`config.mk`:
```
export PLATFORM = sky130hd
export DESIGN_NAME = du_host_link_flat
export DESIGN_NICKNAME = d
export VERILOG_FILES = /design/src/rtl/du_host_link_if.sv /design/src/rtl/du_host_link.sv /design/src/flat_wrapper.sv
export SDC_FILE = /design/constraint.sdc
export NUM_CORES = 1
export LEC_CHECK = 0
export CORE_UTILIZATION = 35
export CTS_CLUSTER_DIAMETER = 80
export DETAILED_ROUTE_END_ITERATION = 12
export SETUP_SLACK_MARGIN = 0.4
export SLEW_MARGIN = 20
export SYNTH_ARGS = -nofsm -noshare
export SYNTH_HDL_FRONTEND = slang
export SYNTH_SLANG_ARGS = --single-unit
export TNS_END_PERCENT = 5
```
`constraint.sdc`:
```
create_clock -name clk -period 5.2 [get_ports clk]
set_input_delay 1.04 -clock clk [delete_from_list [all_inputs] [get_ports clk]]
set_output_delay 1.04 -clock clk [all_outputs]
set_load 0.005 [all_outputs]
```
`src/rtl/du_host_link_if.sv`:
```
// du_host_link_if: signal bundle between du_host_link, the host sequencer, payload source and UART pair
// Ports (as seen from the master, i.e. du_host_link):
//   in  i_cmd_valid, i_cmd, i_tx_words, i_rx_words   command request from the sequencer
//   out o_busy, o_done, o_timeout                    transaction status
//   out o_pl_rd, o_pl_addr / in i_pl_data            payload word fetch, data one cycle after o_pl_rd
//   out o_tx_start, o_tx_data / in i_tx_done         UART Tx byte handshake
//   in  i_rx_data, i_rx_done                         UART Rx byte stream
//   out o_rsp_valid, o_rsp_word, o_rsp_idx           reassembled response words
interface du_host_link_if #(
  parameter int NB_UART_DATA = 8,
  parameter int NB_WORD = 32,
  parameter int NB_CNT = 10
);
  logic i_cmd_valid;
  logic [NB_UART_DATA-1:0] i_cmd;
  logic [NB_CNT-1:0] i_tx_words;
  logic [NB_CNT-1:0] i_rx_words;
  logic o_busy;
  logic o_pl_rd;
  logic [NB_CNT-1:0] o_pl_addr;
  logic [NB_WORD-1:0] i_pl_data;
  logic o_tx_start;
  logic [NB_UART_DATA-1:0] o_tx_data;
  logic i_tx_done;
  logic [NB_UART_DATA-1:0] i_rx_data;
  logic i_rx_done;
  logic o_rsp_valid;
  logic [NB_WORD-1:0] o_rsp_word;
  logic [NB_CNT-1:0] o_rsp_idx;
  logic o_done;
  logic o_timeout;
  modport master (
    input i_cmd_valid, i_cmd, i_tx_words, i_rx_words, i_pl_data, i_tx_done, i_rx_data, i_rx_done,
    output o_busy, o_pl_rd, o_pl_addr, o_tx_start, o_tx_data, o_rsp_valid, o_rsp_word, o_rsp_idx,
    o_done, o_timeout
  );
  modport slave (
    output i_cmd_valid, i_cmd, i_tx_words, i_rx_words, i_pl_data, i_tx_done, i_rx_data, i_rx_done,
    input o_busy, o_pl_rd, o_pl_addr, o_tx_start, o_tx_data, o_rsp_valid, o_rsp_word, o_rsp_idx,
    o_done, o_timeout
  );
endinterface

```
`src/rtl/du_host_link.sv`:
```
// du_host_link: host-side UART protocol engine sending a command byte, optional payload words and collecting response words
// Ports:
//   clk      in   clock, all state on rising edge
//   i_rst_n  in   asynchronous active-low reset, release synchronised internally
//   bus      du_host_link_if.master: command, payload fetch, UART Tx/Rx and response signals
module du_host_link #(
  parameter int NB_UART_DATA = 8,
  parameter int NB_WORD = 32,
  parameter int NB_CNT = 10,
  parameter int TIMEOUT_CYC = 100000
) (
  input logic clk,
  input logic i_rst_n,
  du_host_link_if.master bus
);
  localparam int NB_TMO = $clog2(TIMEOUT_CYC + 1);
  typedef enum logic [3:0] {IDLE, CMD, CMD_W, FETCH, LATCH, BYTE, BYTE_W, RECV, DONE} state_t;
  state_t state, state_nx;
  logic [1:0] rst_sync;
  logic rst_n;
  logic [NB_UART_DATA-1:0] cmd;
  logic [NB_CNT-1:0] tx_words, rx_words, tx_idx, rx_idx, rsp_idx;
  logic [NB_WORD-1:0] shift, rsp_word;
  logic [1:0] byte_cnt;
  logic [NB_TMO-1:0] tmo_cnt;
  logic rsp_valid, timeout;
  logic word_end, tx_last, rx_last, tmo_hit;
  // Reset asserts immediately but releases two clocks later, clear of the clock edge
  always_ff @(posedge clk or negedge i_rst_n)
    if (!i_rst_n) rst_sync <= 2'b00;
    else rst_sync <= {rst_sync[0], 1'b1};
  assign rst_n = rst_sync[1];
  assign word_end = byte_cnt == 2'd3;
  assign tx_last = tx_idx + NB_CNT'(1) == tx_words;
  assign rx_last = rx_idx + NB_CNT'(1) == rx_words;
  assign tmo_hit = tmo_cnt == NB_TMO'(TIMEOUT_CYC - 1);
  always_ff @(posedge clk or negedge rst_n)
    if (!rst_n) state <= IDLE;
    else state <= state_nx;
  always_comb begin
    state_nx = state;
    bus.o_busy = state != IDLE;
    bus.o_tx_start = state == CMD || state == BYTE;
    bus.o_tx_data = state == CMD || state == CMD_W ? cmd :
                    state == BYTE || state == BYTE_W ? shift[NB_UART_DATA-1:0] : '0;
    bus.o_pl_rd = state == FETCH;
    bus.o_pl_addr = tx_idx;
    bus.o_done = state == DONE;
    bus.o_rsp_valid = rsp_valid;
    bus.o_rsp_word = rsp_word;
    bus.o_rsp_idx = rsp_idx;
    bus.o_timeout = timeout;
    case (state)
      IDLE: state_nx = bus.i_cmd_valid ? CMD : IDLE;
      CMD: state_nx = CMD_W;
      CMD_W: state_nx = !bus.i_tx_done ? CMD_W : |tx_words ? FETCH : |rx_words ? RECV : DONE;
      FETCH: state_nx = LATCH;
      LATCH: state_nx = BYTE;
      BYTE: state_nx = BYTE_W;
      BYTE_W: state_nx = !bus.i_tx_done ? BYTE_W : !word_end ? BYTE : !tx_last ? FETCH :
                         |rx_words ? RECV : DONE;
      // A silent link aborts straight to IDLE, dropping any partial word
      RECV: state_nx = bus.i_rx_done ? (word_end && rx_last ? DONE : RECV) : tmo_hit ? IDLE : RECV;
      DONE: state_nx = IDLE;
      default: state_nx = IDLE;
    endcase
  end
  always_ff @(posedge clk or negedge rst_n)
    if (!rst_n) begin
      cmd <= '0;
      tx_words <= '0;
      rx_words <= '0;
      tx_idx <= '0;
      rx_idx <= '0;
      shift <= '0;
      byte_cnt <= '0;
      tmo_cnt <= '0;
      rsp_valid <= 1'b0;
      rsp_word <= '0;
      rsp_idx <= '0;
      timeout <= 1'b0;
    end else begin
      rsp_valid <= 1'b0;
      timeout <= state == RECV && !bus.i_rx_done && tmo_hit;
      tmo_cnt <= state == RECV && !bus.i_rx_done ? tmo_cnt + NB_TMO'(1) : '0;
      case (state)
        IDLE: begin
          if (bus.i_cmd_valid) begin
            cmd <= bus.i_cmd;
            tx_words <= bus.i_tx_words;
            rx_words <= bus.i_rx_words;
          end
          tx_idx <= '0;
          rx_idx <= '0;
          byte_cnt <= '0;
          shift <= '0;
        end
        LATCH: begin
          shift <= bus.i_pl_data;
          byte_cnt <= '0;
        end
        BYTE_W: if (bus.i_tx_done) begin
          shift <= shift >> NB_UART_DATA;
          byte_cnt <= byte_cnt + 2'd1;
          if (word_end) tx_idx <= tx_idx + NB_CNT'(1);
        end
        // Bytes enter at the MSB end so the first received byte ends up in the low byte
        RECV: if (bus.i_rx_done) begin
          shift <= {bus.i_rx_data, shift[NB_WORD-1:NB_UART_DATA]};
          byte_cnt <= byte_cnt + 2'd1;
          if (word_end) begin
            rsp_valid <= 1'b1;
            rsp_word <= {bus.i_rx_data, shift[NB_WORD-1:NB_UART_DATA]};
            rsp_idx <= rx_idx;
            rx_idx <= rx_idx + NB_CNT'(1);
          end
        end
        default: ;
      endcase
    end
endmodule

```
`src/flat_wrapper.sv`:
```
// flat-port wrapper written by rule: the top's interface ports become plain ports
module du_host_link_flat 
#(
  parameter int NB_UART_DATA = 8,
  parameter int NB_WORD = 32,
  parameter int NB_CNT = 10,
  parameter int TIMEOUT_CYC = 100000
)
  (clk, i_rst_n, bus_i_cmd_valid, bus_i_cmd, bus_i_tx_words, bus_i_rx_words, bus_i_pl_data, bus_i_tx_done, bus_i_rx_data, bus_i_rx_done, bus_o_busy, bus_o_pl_rd, bus_o_pl_addr, bus_o_tx_start, bus_o_tx_data, bus_o_rsp_valid, bus_o_rsp_word, bus_o_rsp_idx, bus_o_done, bus_o_timeout);
  du_host_link_if #(.NB_UART_DATA(NB_UART_DATA), .NB_WORD(NB_WORD), .NB_CNT(NB_CNT)) bus_i ();
  input logic clk;
  input logic i_rst_n;
  input wire logic [$bits(bus_i.i_cmd_valid)-1:0] bus_i_cmd_valid;
  input wire logic [$bits(bus_i.i_cmd)-1:0] bus_i_cmd;
  input wire logic [$bits(bus_i.i_tx_words)-1:0] bus_i_tx_words;
  input wire logic [$bits(bus_i.i_rx_words)-1:0] bus_i_rx_words;
  input wire logic [$bits(bus_i.i_pl_data)-1:0] bus_i_pl_data;
  input wire logic [$bits(bus_i.i_tx_done)-1:0] bus_i_tx_done;
  input wire logic [$bits(bus_i.i_rx_data)-1:0] bus_i_rx_data;
  input wire logic [$bits(bus_i.i_rx_done)-1:0] bus_i_rx_done;
  output wire logic [$bits(bus_i.o_busy)-1:0] bus_o_busy;
  output wire logic [$bits(bus_i.o_pl_rd)-1:0] bus_o_pl_rd;
  output wire logic [$bits(bus_i.o_pl_addr)-1:0] bus_o_pl_addr;
  output wire logic [$bits(bus_i.o_tx_start)-1:0] bus_o_tx_start;
  output wire logic [$bits(bus_i.o_tx_data)-1:0] bus_o_tx_data;
  output wire logic [$bits(bus_i.o_rsp_valid)-1:0] bus_o_rsp_valid;
  output wire logic [$bits(bus_i.o_rsp_word)-1:0] bus_o_rsp_word;
  output wire logic [$bits(bus_i.o_rsp_idx)-1:0] bus_o_rsp_idx;
  output wire logic [$bits(bus_i.o_done)-1:0] bus_o_done;
  output wire logic [$bits(bus_i.o_timeout)-1:0] bus_o_timeout;
  assign bus_i.i_cmd_valid = bus_i_cmd_valid;
  assign bus_i.i_cmd = bus_i_cmd;
  assign bus_i.i_tx_words = bus_i_tx_words;
  assign bus_i.i_rx_words = bus_i_rx_words;
  assign bus_i.i_pl_data = bus_i_pl_data;
  assign bus_i.i_tx_done = bus_i_tx_done;
  assign bus_i.i_rx_data = bus_i_rx_data;
  assign bus_i.i_rx_done = bus_i_rx_done;
  assign bus_o_busy = bus_i.o_busy;
  assign bus_o_pl_rd = bus_i.o_pl_rd;
  assign bus_o_pl_addr = bus_i.o_pl_addr;
  assign bus_o_tx_start = bus_i.o_tx_start;
  assign bus_o_tx_data = bus_i.o_tx_data;
  assign bus_o_rsp_valid = bus_i.o_rsp_valid;
  assign bus_o_rsp_word = bus_i.o_rsp_word;
  assign bus_o_rsp_idx = bus_i.o_rsp_idx;
  assign bus_o_done = bus_i.o_done;
  assign bus_o_timeout = bus_i.o_timeout;
  du_host_link #(.NB_UART_DATA(NB_UART_DATA), .NB_WORD(NB_WORD), .NB_CNT(NB_CNT), .TIMEOUT_CYC(TIMEOUT_CYC)) u_core (.clk(clk), .i_rst_n(i_rst_n), .bus(bus_i));
endmodule
```
# ---- Word-level counts from Yosys, hierarchy flattened
# Index checks and enable logic that the tools add are counted.
dict set report word_totals {
  register_bits 149
  inputBits 73
  out_inout_bits 66
  word_cells 85
}
dict set report classes {
  addsub 4
  n_eq_ne 16
  mux 29
  reduce_logical 22
}
# operator count
set op_table {}
lappend op_table {{32-bit case mux with 4 select lines} 1}
lappend op_table {{32-bit two-way mux} 2}
lappend op_table {{10-bit two-way mux} 4}
lappend op_table {{10-bit case mux with 2 select lines} 2}
lappend op_table {{4-bit two-way mux} 8}
lappend op_table {{4-bit case mux with 8 select lines} 1}
lappend op_table {{10-bit by 1-bit adder with 10-bit output (second input constant)} 2}
lappend op_table {{10-bit == test} 2}
lappend op_table {{10-bit OR reduction} 2}
lappend op_table {{17-bit by 1-bit adder with 17-bit output (second input constant)} 1}
lappend op_table {{17-bit == test (second input constant)} 1}
lappend op_table {{17-bit two-way mux} 1}
lappend op_table {{4-bit by 3-bit == test with 1-bit output (second input constant)} 4}
lappend op_table {{8-bit two-way mux} 2}
lappend op_table {{3-bit AND reduction} 5}
lappend op_table {{4-bit by 2-bit == test with 1-bit output (second input constant)} 2}
lappend op_table {{4-bit nonzero test} 2}
lappend op_table {{2-bit case mux with 3 select lines} 1}
lappend op_table {{4-bit by 1-bit == test with 1-bit output (second input constant)} 1}
lappend op_table {{4-bit == test (second input constant)} 1}
lappend op_table {{4-bit zero test} 1}
lappend op_table {{1-bit two-way mux} 4}
lappend op_table {{2-bit two-way mux} 2}
lappend op_table {{2-bit by 1-bit inequality test with 1-bit output (second input constant)} 2}
lappend op_table {{11 further kinds} 17}

# ---- Longest topological paths before layout
# Gate-level depths: netlist of run 1.
dict set report logic_depth {
  word_depth 6
  mapped_depth 9
  ltp_nobuf 7
}

# ---- Least setup slack after synthesis of run 1
# OpenSTA, ideal clock, no wires.
dict set report synth_path {
  path_type {input-to-reg}
  start {in bus_i_tx_done}
  end {reg u_core.shift[25]}
  setup_ns 0.135
  t_arrival_ns 2.238
  required_time_ns 5.065
  slack_ns 2.828
  cell_stages 9
  n_path_buf 3
  path_cell_list {clkbuf_1 -> nand2_1 -> a21oi_1 -> a41oi_1 -> or2_0 -> buf_2 -> clkbuf_1 -> nand2_1 -> o21ai_0}
}
dict set report synth_via {
  elab_chain_cells 2
}
# item line
set synth_lines {}
lappend synth_lines {{from (decl)} flat_wrapper.sv:18} ;# input wire logic [$bits(bus_i.i_tx_done)-1:0] bus_i_tx_done;
lappend synth_lines {{2-bit inequality test (no line)} n/a}
lappend synth_lines {{3-bit AND reduction (no line)} n/a}
lappend synth_lines {{to (signal assigned)} du_host_link.sv:99} ;# shift <= bus.i_pl_data;
lappend synth_lines {{to (signal assigned)} du_host_link.sv:103} ;# shift <= shift >> NB_UART_DATA;
lappend synth_lines {{to (signal assigned)} du_host_link.sv:109} ;# shift <= {bus.i_rx_data, shift[NB_WORD-1:NB_UART_DATA]};
lappend synth_lines {{to (decl)} du_host_link.sv:23} ;# logic [NB_WORD-1:0] shift, rsp_word;
# No other way between the ends.
# A chain may end at the register's enable or synchronous reset.

# ---- Worst setup path after layout of run 1
dict set report layout_path {
  start {reg u_core.state[2]}
  end {out bus_o_done}
}
dict set report layout_via {
  elab_chain_cells 1
}
# item line
set layout_lines {}
lappend layout_lines {{from (decl)} du_host_link.sv:18} ;# state_t state, state_nx;
lappend layout_lines {{from (signal assigned)} du_host_link.sv:39} ;# else state <= state_nx;
lappend layout_lines {{4-bit == test} du_host_link.sv:48} ;# bus.o_done = state == DONE;
lappend layout_lines {{to (decl)} flat_wrapper.sv:29} ;# output wire logic [$bits(bus_i.o_done)-1:0] bus_o_done;
# No other way between the ends.

==> results of run 1 <==
==> flip-flops by register name (all words and copies together) (netlist names) <==
register / cells
u_core.byte_cnt: 2
u_core.bus.o_pl_addr: 10
u_core.shift: 32
u_core.bus.o_timeout: 1
u_core.bus.o_rsp_word: 32
u_core.state: 4
u_core.bus.o_rsp_idx: 10
u_core.rst_sync: 2
u_core.rx_words: 10
u_core.tmo_cnt: 17
u_core.bus.o_rsp_valid: 1
u_core.cmd: 8
u_core.tx_words: 10
u_core.rx_idx: 10
==> power breakdown <==
part	switching [W]	internal [W]	leakage (nW)	total (W)
clock network	0.000491	0.000702	0.275	0.00119
registers	0.000265	0.00140	1.99	0.00166
logic	0.000600	0.000579	1.80	0.00118
total	0.00136	0.00268	4.07	0.00403
==> worst paths after layout <==
check	slack, ns	endpoint	start	depth (start not counted)
hold reg to reg	0.36	u_core.rst_sync[1]$_DFF_PN0_	u_core.rst_sync[0]$_DFF_PN0_	0
setup / recovery	1.67	bus_o_done	u_core.state[2]$_DFF_PN0_	2
min in group asynchronous	0.38	u_core.bus.o_rsp_idx[4]$_DFFE_PN0P_	u_core.rst_sync[1]$_DFF_PN0_	0
setup reg to reg	1.91	u_core.rx_idx[9]$_DFFE_PN0P_	u_core.state[2]$_DFF_PN0_	9
max in group asynchronous	3.53	u_core.cmd[7]$_DFFE_PN0P_	u_core.rst_sync[1]$_DFF_PN0_	1
hold / removal	0.36	u_core.rst_sync[1]$_DFF_PN0_	u_core.rst_sync[0]$_DFF_PN0_	0
==> kinds of logic after synthesis <==
group	share of synthesized area (%)
fa+ha+maj	0.693
other cells	0.0519
simple gates	21.6
mux	5.77
buf+inv	3.29
compound gates	12.1
flops	51.6
xor+xnor	4.83
==> worst max-delay path, stage by stage (launching register included) <==
cell and delay, ns:
dfrtp_1 0.67, nor4b_1 0.76, clkdlybuf4s50_1 0.64
==> cell usage in the layout (no fill, tap or decap), types with 3 or more instances in the layout <==
master             n
nand2_1          197
dfrtp_1          148
clkdlybuf4s50_1  138
o21ai_0           64
nor2_1            52
a22oi_1           32
mux2_2            29
nand3_1           23
xor2_1            22
clkbuf_16         17
xnor2_1           16
mux2i_1            9
nor2b_1            9
nor3_1             8
and3_1             8
nor4_1             7
buf_4              7
inv_1              6
a21oi_1            6
and4_1             5
and2_1             5
nand2b_1           4
o31ai_1            4
ha_1               4
a21o_1             3
o211ai_1           3
nand4_1            3
a31oi_1            3
clkbuf_8           3
clkbuf_1           3
inv_6              3
==> final cells by class <==
type | count | area [um^2]
well taps | 270 | 338
multi-input cells | 558 | 3260
repair buffers | 145 | 1430
flip-flops and latches | 149 | 3730
fillers | 1881 | 10900
clock buffers | 23 | 478
inverters | 6 | 22.5
clock inverters | 9 | 93.8
==> layer usage <==
layer | share of wire (%) | vias to the layer above
met3 | 6.4 | 22
met1 | 46 | 2805
met4 | 1.8 | 0
met5 | 0 | -
met2 | 45 | 145
li1 | - | 2835
==> stage by stage <==
step	cell area [um^2]	total power, W	cells
floorplan	7220	0.00243	760
global placement	8790	0.00285	1128
detailed placement	8790	0.00287	1128
CTS	9360	0.00408	1160
global route	9360	0.00430	1160
finish	9360	0.00403	1160
==> cells in the mapped netlist (all sizes together) (3+ instances only) <==
master	count	area share [%]
nor4	9	1.2
a31oi	3	0.26
a22oi	32	3.3
xor2	23	2.9
and2	5	0.43
buf	20	1.5
nand3	25	1.8
o31ai	5	0.71
o21ai	64	4.4
clkbuf	27	1.4
a21o	3	0.31
dfrtp	149	52
or2	3	0.26
nand2b	4	0.35
xnor2	16	1.9
nand4	4	0.55
ha	4	0.69
o211ai	4	0.49
and3	8	0.69
nor2	52	2.7
a21oi	6	0.42
nor2b	9	0.78
mux2	29	4.5
inv	6	0.31
nor3	8	0.55
nand2	197	10
mux2i	9	1.2
and4	5	0.61
==> results.cfg, run 1 <==
[worst_hold_path]
hold_path.class = reg2reg

[global_route]
met2_usage_pct = 27.6
grtUsageMet3_pct = 5.30
top_usage_layer = met2
grt_pass1_wl_um = 30100
antenna_found_initial = 1
gr-usage-met1_pct = 24.3
grt_usage_pct = 18.0
grt_max_degree = 69
grt_pass1_vias = 5616
globalRoute.totalOverflow = 0

[synthesis]
postSynthCellCount = 760
async_flop_share_pct = 100
synth_flop_cell = dfrtp_1
syn_area_per_cell_um2 = 9.50
yosysWarnings = 0
synth-edff-count = 0
netlist_area_mm2 = 0.00722
synth_cell_types = 65
syn-num-nets = 837
ys_ff_latch = 149
ys_seq_area_share_pct = 51.6

[cts]
insertion_delay_ns = 0.43
path_clk_slew_ns = 0.06
cts_tree = yes
clockBufferDepth = 2
holdBufCountCts = 0
cts_buffers = 17
cts_resized = 0
htreeDepth = 4
ctsRootBufferMaster = clkbuf_16
cts.sinks = 149
post-cts-setup-buffers = 0

[timing]
setup_slack_ns = 1.67
whs_ns = 0.357
relSlewSlack_pct = 27.5
setup_tns_ns = 0
setup-violations-final = 0
grt_setup_unrepaired = false
skew_ns = 0.0157
max_freq_ghz = 0.283
tightest_slew_ns = 1.09
min_period_ns = 3.53
finalCritPeriodShare_pct = 67.9
hold_viol = 0
drv_slew = 0

[critical_path]
path_class = reg2out
crit_path_start_kind = register
end_kind = output pin
arrival_ns = 2.49
crit_fanout = 20
crit_required_ns = 4.16

[floorplanning]
boundaryPins = 139
fp.coreArea_mm2 = 0.0202
num_rows = 52
fp.dieArea_mm2 = 0.0212
die_h_um = 146
die_w_um = 146
initial_core_util_pct = 35.7

[finish]
area_growth_pct = 29.6
antenna_cells = 0
fin_nets = 954
finish.utilization_pct = 46.3
drive_above_1_share_pct = 8.76

[detailed_routing]
first_pass_iters = 4
route.antenna.remaining_nets = 0
via_count = 5807
wl_per_cell_um = 15.8
vias_per_cell = 5.01
remaining_drc_errors = 0
drt_iter0_drc = 354
wirelength_um = 18300

[placement]
pre_cts_ws_ns = 1.58
hpwl_um = 12700
gp_congestion = 0.789
portBuffers = 138

[power]
cellLeakagePower_nw = 4.07
power_per_cell_area_mw_per_mm2 = 431
irDropWorstVdd_mv = 0.328

[run]
drv_cap = 0

[run_status]
status = complete, no violations
Note: power is estimated with default switching activity, not from simulation.
==> inputs of run 2 (changes only) <==
==> constraint.sdc (replaced) <==
create_clock -name clk -period 3 [get_ports clk]
set_input_delay 0.6 -clock clk [delete_from_list [all_inputs] [get_ports clk]]
set_output_delay 0.6 -clock clk [all_outputs]
set_load 0.005 [all_outputs]
==> results.cfg, run 2 (synthesized netlist as in run 1, its figures left out) <==
[finish]
fin_nets = 962
antenna_cells = 0
final_common_cell = nand2_1
final_cells = 1168
finish.utilization_pct = 46.7
design_area_mm2 = 0.00945
drive_above_1_share_pct = 10.0
area_growth_pct = 30.8
nFillCells = 1905
final_cell_mix = nand2_1, dfrtp_1, clkdlybuf4s50_1

[cts]
cts_buffers = 17
htreeDepth = 4
insertion_delay_ns = 0.43
holdBufCountCts = 0
path_clk_slew_ns = 0.06
ctsRootBufferMaster = clkbuf_16
cts.sinks = 149
clockBufferDepth = 2
cts_tree = yes

[global_route]
grt_max_degree = 73
antenna_found_initial = 0
globalRoute.totalOverflow = 0
grt_pass1_vias = 5650
grt_usage_pct = 17.7
grt_pass1_wl_um = 30000

[timing]
skew_ns = 0.0132
finalCritPeriodShare_pct = 89.8
drv_slew = 0
relSlewSlack_pct = 55.0
grt_setup_unrepaired = true
setup-violations-final = 0
hold_viol = 0
min_period_ns = 2.69
tightest_slew_ns = 0.675
setup_tns_ns = 0
max_freq_ghz = 0.371

[critical_path]
arrival_ns = 2.09
rrSetupSlack_ns = 0.75
reg2regPathDepth = 6
crit_fanout = 13
end_kind = output pin
crit_required_ns = 2.40
cp-startpoint = u_core.state[0]$_DFF_PN0_
timing.rr.start = u_core.bus.o_pl_addr[2]$_DFFE_PN0P_
crit_path_start_kind = register
setup.worst_path.end = bus_o_tx_data[4]
r2r-end = u_core.state[2]$_DFF_PN0_
path_class = reg2out

[power]
seq_power_share_pct = 40.2
internal-power_w = 0.00472
fin_total_pwr_w = 0.00709
sw_frac_of_total_pct = 33.4
irDropWorstVdd_mv = 0.456
switchingPower_w = 0.00236
power_per_cell_area_mw_per_mm2 = 750
p_comb_share_pct = 30.1
pwr-share-clk_pct = 29.7
cellLeakagePower_nw = 4.11

[detailed_routing]
first_pass_iters = 5
wl_per_cell_um = 15.4
route.antenna.remaining_nets = 0
via_count = 5825
vias_per_cell = 4.99
wirelength_um = 18000
drt_iter0_drc = 311
remaining_drc_errors = 0

[placement]
portBuffers = 138
hpwl_um = 12700
place_area_mm2 = 0.00886
dp_cells = 1136
gp_congestion = 0.795

[floorplanning]
fp.dieArea_mm2 = 0.0212
num_rows = 52
die_h_um = 146
initial_core_util_pct = 35.7
boundaryPins = 139
die_w_um = 146
fp.coreArea_mm2 = 0.0202

[worst_hold_path]
hold_path.class = reg2async

[run]
drv_cap = 0

[run_status]
status = complete, no violations
-- run 2: cell count changes in the layout (fill, tap and decap cells not counted), sizes merged --
cell,before,now
buf,7,15
clkbuf,23,21
clkinv,3,5
inv,9,7
bufinv,1,2
clkinvlp,2,3
-- run 2: critical path: stages, from the launching register on --
cell and delay, ns:
dfrtp_2 0.50, nand2b_1 0.21, a21o_2 0.29, nor2_1 0.15, clkdlybuf4s50_1 0.52
-- run 2: cell type report --
type | instances | area, um^2 | area share (%)
Inverter | 6 | 22.5 | 0.238
Tap cell | 270 | 338 | 3.58
Clock inverter | 11 | 128 | 1.35
Sequential cell | 149 | 3730 | 39.5
Multi-Input combinational cell | 558 | 3270 | 34.6
Clock buffer | 21 | 450 | 4.77
Timing Repair Buffer | 153 | 1510 | 15.9
-- run 2: worst min path at each step --
stage | startpoint | endpoint | slack, ns | cells after the start
CTS | i_rst_n | u_core.rst_sync[1]$_DFF_PN0_ | 0.32 | 1
global placement | u_core.rst_sync[1]$_DFF_PN0_ | u_core.bus.o_rsp_idx[8]$_DFFE_PN0P_ | 0.33 | 0
finish | u_core.rst_sync[1]$_DFF_PN0_ | u_core.bus.o_rsp_idx[8]$_DFFE_PN0P_ | 0.31 | 0
floorplan | i_rst_n | u_core.rst_sync[0]$_DFF_PN0_ | 0.30 | 0
global route | i_rst_n | u_core.rst_sync[0]$_DFF_PN0_ | 0.32 | 1
detailed placement | u_core.rst_sync[1]$_DFF_PN0_ | u_core.bus.o_rsp_idx[8]$_DFFE_PN0P_ | 0.33 | 0
-- run 2: power by group through the flow --
stage                     combinational (W)  clock [W]  sequential (W)
final                               0.00213    0.00211         0.00285
after global routing                0.00236    0.00225         0.00292
after CTS                           0.00216    0.00215         0.00285
after detailed placement            0.00215          0         0.00288
after global placement              0.00212          0         0.00287
after floorplan                     0.00148          0         0.00273
-- run 2: routing by layer --
layer	routed length [um]	global-route usage, %	part of all wire [%]
met1	8230	23.8	46
met2	8400	27.7	47
met3	1230	6.18	6.9
met4	138	3.63	0.77
met5	0	0	0
-- run 2: through the flow --
stage | worst slack (ns) | hold slack [ns]
after detailed placement | 0.421 | 0.333
final | 0.305 | 0.314
after global routing | 0.228 | 0.321
after CTS | 0.293 | 0.323
after global placement | 0.455 | 0.332
after floorplan | 0.529 | 0.304
-- run 2: what timing repair did --
item / in CTS / in global routing
setup endpoints to repair: 11 / 11
hold endpoints to repair: 0 / 0
buffers inserted: 0 / 0
gates resized for setup: 3 / 1
==> RTL edit: new RTL, config.mk and constraints of run 2 <==
`NB_CNT` is set to 10 in 3 places; all go to 5.
--- a/src/rtl/du_host_link_if.sv
+++ b/src/rtl/du_host_link_if.sv
@@ -9,7 +9,7 @@
 interface du_host_link_if #(
   parameter int NB_UART_DATA = 8,
   parameter int NB_WORD = 32,
-  parameter int NB_CNT = 10
+  parameter int NB_CNT = 5
 );
   logic i_cmd_valid;
   logic [NB_UART_DATA-1:0] i_cmd;
--- a/src/rtl/du_host_link.sv
+++ b/src/rtl/du_host_link.sv
@@ -6,7 +6,7 @@
 module du_host_link #(
   parameter int NB_UART_DATA = 8,
   parameter int NB_WORD = 32,
-  parameter int NB_CNT = 10,
+  parameter int NB_CNT = 5,
   parameter int TIMEOUT_CYC = 100000
 ) (
   input logic clk,
--- a/src/flat_wrapper.sv
+++ b/src/flat_wrapper.sv
@@ -3,7 +3,7 @@
 #(
   parameter int NB_UART_DATA = 8,
   parameter int NB_WORD = 32,
-  parameter int NB_CNT = 10,
+  parameter int NB_CNT = 5,
   parameter int TIMEOUT_CYC = 100000
 )
   (clk, i_rst_n, bus_i_cmd_valid, bus_i_cmd, bus_i_tx_words, bus_i_rx_words, bus_i_pl_data, bus_i_tx_done, bus_i_rx_data, bus_i_rx_done, bus_o_busy, bus_o_pl_rd, bus_o_pl_addr, bus_o_tx_start, bus_o_tx_data, bus_o_rsp_valid, bus_o_rsp_word, bus_o_rsp_idx, bus_o_done, bus_o_timeout);
Interface: changed (resized bus_i_rx_words, bus_i_tx_words, bus_o_pl_addr and bus_o_rsp_idx); port bits go from 139 to 119. No check against the original RTL was run, so the function may have changed too.
==> RTL edit against run 2 <==
Setup slack better by 0.12 ns. Clock power shrank 5%. Via count shrank 21%. Design area shrank 18%. Core utilization grew 2.0 points. Critical path type unchanged. Synthesized area is 21% lower. Total power decreased by 13%. Sequential cell count down 25. Critical endpoint unchanged. Routed wire length down 21%.
==> RTL edit: results (changes against run 2) <==
avgViaCountPerCell: 4.957  # -0.61%
fillers: 1484  # -22%
power_per_cell_area_nw_per_um2: 802.1  # +6.9%
nets: 765  # -20%
rr_startpoint: "u_core.bus.o_pl_addr[0]"
drt_iter0_drc: 245  # -21%
outcome: "finished clean"
pwr-share-seq_pct: 38.0  # -2.2 points
synth_nets: 648  # -23%
p_int_uw: 4199  # -11%
crit_end: "bus_o_tx_data[4]"
ir_worst_vdd_uv: 464.7  # +1.9%
use_met1_pct: 24.19  # +0.40 points
ys_seq_area_share_pct: 54.51  # +2.9 points
worstSetupStartpoint: "u_core.state[1]"
dp_slack_ns: 0.6450  # +0.2242 ns
path_max_fanout: 8  # -5
pwr-share-comb_pct: 29.8  # -0.3 points
portBuffers: 118  # -14%
synthCells: 581  # -24%
leakage_uw: 0.003407  # -17%
gp_congestion: 0.8327  # +4.8%
grtUsageTotal_pct: 18.37  # +0.65 points
wl_met3_microns: 577  # -53%
cts-resized-gates: 6  # +3
first_global_vias: 4676  # -17%
arrival_ns: 1.98  # -0.11 ns
grt_pass1_wl_microns: 23720  # -21%
fin_hold_ws_ns: 0.3206  # +0.006419 ns
max_stage_delay_ns: 0.50  # -0.02 ns
clk_root_buffer_cell: "clkbuf_16"
m1WireLength_microns: 6806  # -17%
synthTopCellsByArea: "dfrtp_1 (55%), nand2_1 (11%), a22oi_1 (4.2%)"
synthDistinctLibCells: 56  # -14%
wl_met2_microns: 6748  # -20%
wl_microns: 14300  # -21%
final-instance-count-excl-fill: 927  # -21%
reg2reg_setup_slack_ns: 0.93  # +0.18 ns
fmax_mhz: 388.0  # +4.6%
grt_max_degree: 84  # +15%
skew_ns: 0.01034  # -0.002899 ns
synth_common_cells: "nand2_1 (164), dfrtp_1 (124), o21ai_0 (44)"
cts_setup_buffers: 4  # +4
relSlewSlack_pct: 54.69  # -0.31 points
clkTransAtPathRegs_ns: 0.06  # about the same
drive_gt1_share_pct: 10.69  # +0.67 points
placed_area_sq_um: 7091  # -20%
dp_cells: 891  # -22%
hpwl_microns: 9657  # -24%
[RTL edit: changes by cell type after synthesis, moves of 11 or more]
| cell | run 2 | this run |
|---|---|---|
| mux2_2 | 29 | 18 |
| dfrtp_1 | 149 | 124 |
| nand2_1 | 197 | 164 |
| xor2_1 | 22 | 10 |
| o21ai_0 | 64 | 44 |
| clkbuf_1 | 25 | 14 |
| nor2_1 | 52 | 35 |
[RTL edit: cell type report]
type	count	area share (%)
Timing Repair Buffer	129	16.68
Clock buffer	22	6.007
Tap cell	216	3.497
Inverter	6	0.2915
Clock inverter	10	1.506
Sequential cell	124	40.27
Multi-Input combinational cell	420	31.75
[RTL edit: cell families after synthesis]
logic type	after synthesis	synth area share [%]
flip-flops	124	54.51
adder cells (fa/ha/maj)	4	0.8792
buffers and inverters	37	2.923
XOR/XNOR	26	4.483
multiplexers	28	5.319
AO/OA/AOI/OAI	98	11.01
AND/OR/NAND/NOR	263	20.81
other	1	0.06587
